--- config.mk ---
export PLATFORM = sky130hd
export DESIGN_NAME = sync_updown_counter
export DESIGN_NICKNAME = d
export VERILOG_FILES = /design/src/rtl/sync_updown_counter.sv
export SDC_FILE = /design/constraint.sdc
export NUM_CORES = 1
export LEC_CHECK = 0
export ABC_AREA = 1
export CORE_AREA = 2 2 41 43
export CTS_CLUSTER_DIAMETER = 40
export DETAILED_ROUTE_END_ITERATION = 12
export DIE_AREA = 0 0 43 45
export PLACE_DENSITY_LB_ADDON = 0.05
export RECOVER_POWER = 50
export SYNTH_ARGS = -nofsm -noshare
export SYNTH_HDL_FRONTEND = slang
export SYNTH_SLANG_ARGS = --single-unit
--- constraint.sdc ---
create_clock -name clk -period 1.9 [get_ports clk]
set_clock_uncertainty 0.15 [all_clocks]
set_input_delay 0.285 -clock clk [delete_from_list [all_inputs] [get_ports clk]]
set_output_delay 0.285 -clock clk [all_outputs]
set_load 0.02 [all_outputs]
--- src/rtl/sync_updown_counter.sv ---
// Fully synchronous up/down counter with modulus, load,
// wrap/saturate modes, terminal count, wrap pulse and sticky overflow.
module sync_updown_counter #(
  parameter int unsigned      WIDTH   = 4,
  parameter logic [WIDTH-1:0] MOD_MAX = '1
) (
  input  logic             clk,
  input  logic             rst,
  input  logic             en,
  input  logic             up_dn,
  input  logic             sat_mode,
  input  logic             load,
  input  logic [WIDTH-1:0] load_val,
  input  logic             ovf_clr,
  output logic [WIDTH-1:0] count,
  output logic             tc,
  output logic             wrap,
  output logic             ovf
);

  logic [WIDTH-1:0] count_nx;
  logic [WIDTH-1:0] load_clamp;
  logic             wrap_nx;
  logic             ovf_nx;
  logic             step;
  logic             at_max;
  logic             at_min;

  assign at_max = (count == MOD_MAX);
  assign at_min = (count == '0);
  assign tc     = up_dn ? at_max : at_min;
  assign step   = en && !load;

  assign load_clamp = (load_val > MOD_MAX) ? MOD_MAX
                                           : load_val;

  // Arms are mutually exclusive so load priority is explicit
  always_comb begin
    count_nx = count;
    wrap_nx  = 1'b0;
    ovf_nx   = ovf && !ovf_clr;
    unique case (1'b1)
      load: begin
        count_nx = load_clamp;
      end
      step && !tc: begin
        count_nx = up_dn ? count + 1'b1
                         : count - 1'b1;
      end
      step && tc && !sat_mode: begin
        count_nx = up_dn ? '0 : MOD_MAX;
        wrap_nx  = 1'b1;
        ovf_nx   = 1'b1;
      end
      step && tc && sat_mode: begin
        ovf_nx = 1'b1;
      end
      default: ;
    endcase
  end

  always_ff @(posedge clk) begin
    if (rst) begin
      count <= '0;
      wrap  <= 1'b0;
      ovf   <= 1'b0;
    end else begin
      count <= count_nx;
      wrap  <= wrap_nx;
      ovf   <= ovf_nx;
    end
  end

endmodule

==> results.cfg <==
[final_layout]
area_delta_synth_final_pct = 55.2
layout_common_cells = nor2_1 (17), clkdlybuf4s50_1 (12), nand2_1 (9), buf_4 (7)
layout-drive-gt1-share_pct = 27.3
multiInputGateArea_um2 = 348
sequential_cell_area_um2 = 120
antenna-diode-count = 0
mostFrequentLayoutCell = nor2_1
final.fill_count = 169
layout.nets = 115

[placement]
detailed_place_hpwl_um = 974
routabilityCongestion = 0.852
buffer_ports.inserted = 17

[power]
seq_power_share_pct = 33.0
netSwitchingFraction_pct = 33.9
power_density_nw_per_um2 = 582
comb_power_share_pct = 40.9
power.leakage_nw = 0.371
power.net_switching_uw = 152
clockPowerShare_pct = 26.1
post-layout-total-power_uw = 448
vdd_ir_drop_max_mv = 0.351
intPower_uw = 296

[yosys]
ys_seq_area_share_pct = 24.2
yosys.area_share.simple_pct = 46.1
syn_inst = 72
netlist-cell-type-count = 22
synth-warning-count = 0
yosys_register_bits = 6
synth_top_family_by_area = simple AND/OR/NAND/NOR gates
compound_cell_area_share_of_the_yosys_netlist_pct = 8.82
synth_adder_area_share_pct = 9.07
postSynthAreaPerCell_um2 = 6.90
mappedNetlistArea_um2 = 497
syn-num-nets = 86
synth.area.mux_share_pct = 0
synth_xor_xnor_area_share_pct = 3.53

[route]
routed_wire_length_per_instance_um = 10.5
drt_pre_antenna_iters = 4
detail_route.vias_per_cell = 4.75
drt_iter0_markers = 11
routed_wirelength_um = 1210
drc = 0
number_of_vias_after_detailed_routing = 546
antenna_violating_nets_post_route = 0

[sta]
rsz0062_at_grt = no
final_max_slew_viol_count = 0
timing_worst_slew_pin_value_ns = 0.248
setup_violations = 0
setup_total_negative_slack_ns = 0
slew_headroom_pct = 83.6
timing.final.hold_violations = 0
fmax_mhz = 563
period_needed_ns = 1.77
final.period_utilization_pct = 93.4

[floorplanning]
fp.dieW_um = 43
initial_utilization_pct = 33.8
fp-row-count = 14
core_area_um2 = 1470
fp.dieArea_um2 = 1940
die_y_um = 45
io_pins = 18

[cts]
clkSlewWorstSetupHoldPaths_ns = 0.05
worstSkewPairLatency_ns = 0.25
clock_tree.root_cell = clkbuf_4
cts-root-to-sink-buffers = 2
cts.sink_count = 6
cts.hold.buffers_added = 0
tritoncts_clock_tree = yes
numCtsBuffers = 3
htree_levels = 1

[setup_path]
timing.critical_path.required_ns = 1.46
worstSetupPathType = reg -> out
crit_arrival_ns = 1.34
cp_max_fo = 6
cp_slowest_cell = clkdlybuf4s50_1
timing.critical_path.buf_inv = 1
timing.critical_path.cells = clkdlybuf4s50_1
crit_path_start_kind = flip-flop
slowest_cell_delay_on_critical_path_ns = 0.65
critical_path.startpoint = count[0]
r2r_start = count[0]
cpLargestDelayFamily = buffers and inverters
critical_path.endpoint_type = output port

[grt]
grt_first_pass_wirelength_um = 2110
grt_start_max_net_pins = 9
grt_ovf = 0
grt_pass1_vias = 522
groute.usage.overall_pct = 14.8
initial_antenna_violation_count = 0

[min_path]
min_path_type = reg -> reg
critical_hold_path_startpoint = ovf

[flow_run]
drv.max_cap_violation_count = 0

[status]
outcome = finished, final reports clean
==> layer usage <==
metal	up-vias	track usage [%]	part of all wire, %
met2	23	25.8	46
met4	0	1.82	0
met3	0	6.80	11
li1	284	-	-
met1	239	17.4	43
met5	-	0	0
==> tightest hold or removal path, stage by stage (launching register included) <==
cell and delay, ns:
dfxtp_1 0.30, nand2_1 0.06, a21oi_1 0.05
==> through the flow <==
| step | setup WS (ns) | util (%) | area, um2 | hold WS [ns] | cells |
|---|---|---|---|---|---|
| floorplan | 0.213 | - | 497 | 0.204 | 72 |
| global placement | -0.221 | 50.3 | 739 | 0.303 | 112 |
| detailed placement | -0.220 | 50.3 | 739 | 0.311 | 112 |
| CTS | 0.0334 | 51.7 | 761 | 0.318 | 115 |
| global route | 0.0609 | 52.4 | 771 | 0.355 | 115 |
| finish | 0.125 | 52.4 | 771 | 0.308 | 115 |
==> sequential cells by signal (all words and copies together) (netlist names) <==
| register | cells |
|---|---|
| ovf | 1 |
| count | 4 |
| wrap | 1 |
==> path summary, 6_finish.rpt <==
kind | to | slack [ns] | depth (start not counted)
setup / recovery | count[0] | 0.13 | 1
setup reg to reg | count[1] | 0.20 | 7
hold reg to reg | ovf | 0.31 | 2
hold / removal | ovf | 0.31 | 2
==> final cells by class <==
class                      instances  share of cell area, %
multi-input combinational         55                   45.1
timing repair buffer              24                   28.4
sequential                         6                   15.6
inverter                          11                   5.36
clock buffer                       3                   2.92
tap                               16                   2.60
==> cell families (layout without fill, tap and decap cells) <==
| group | after synthesis | count (layout) |
|---|---|---|
| XOR/XNOR | 2 | 2 |
| AO/OA/AOI/OAI | 8 | 8 |
| AND/OR/NAND/NOR | 42 | 42 |
| flip-flops | 6 | 6 |
| adder cells (fa/ha/maj) | 3 | 3 |
| buffers and inverters | 11 | 38 |
==> synthesized netlist by cell type <==
cell type,n,area (um2)
nor2_1,17,63.8
nand2_1,9,33.8
inv_1,7,26.3
dfxtp_1,6,120
o21ai_0,4,20.0
inv_2,3,11.3
nand2_2,3,18.8
nand3_1,3,15.0
a21oi_1,2,10.0
ha_1,2,25.0
nand3_2,2,20.0
nand4_1,2,12.5
nor2_2,2,12.5
xor2_1,2,17.5
a21oi_2,1,8.76
clkinv_1,1,3.75
fa_1,1,20.0
nand2_4,1,11.3
nand3_4,1,17.5
nand4_2,1,12.5
nor2_4,1,11.3
o21ai_1,1,5.00
==> what timing repair did <==
action                     CTS  global route
pin swaps                    0             0
buffers inserted             0             0
hold endpoints to repair     0             0
setup endpoints to repair    1             3
cloned                       0             0
gates resized for setup      1             7
==> power by group through the flow <==
| stage | Clock [mW] | Sequential [mW] | Combinational (mW) |
|---|---|---|---|
| final | 0.117 | 0.148 | 0.183 |
| after global routing | 0.129 | 0.149 | 0.205 |
| after CTS | 0.121 | 0.148 | 0.183 |
| after detailed placement | 0 | 0.150 | 0.184 |
| after global placement | 0 | 0.150 | 0.182 |
| after floorplan | 0 | 0.160 | 0.0909 |
Power figures use the tool's default switching activity.
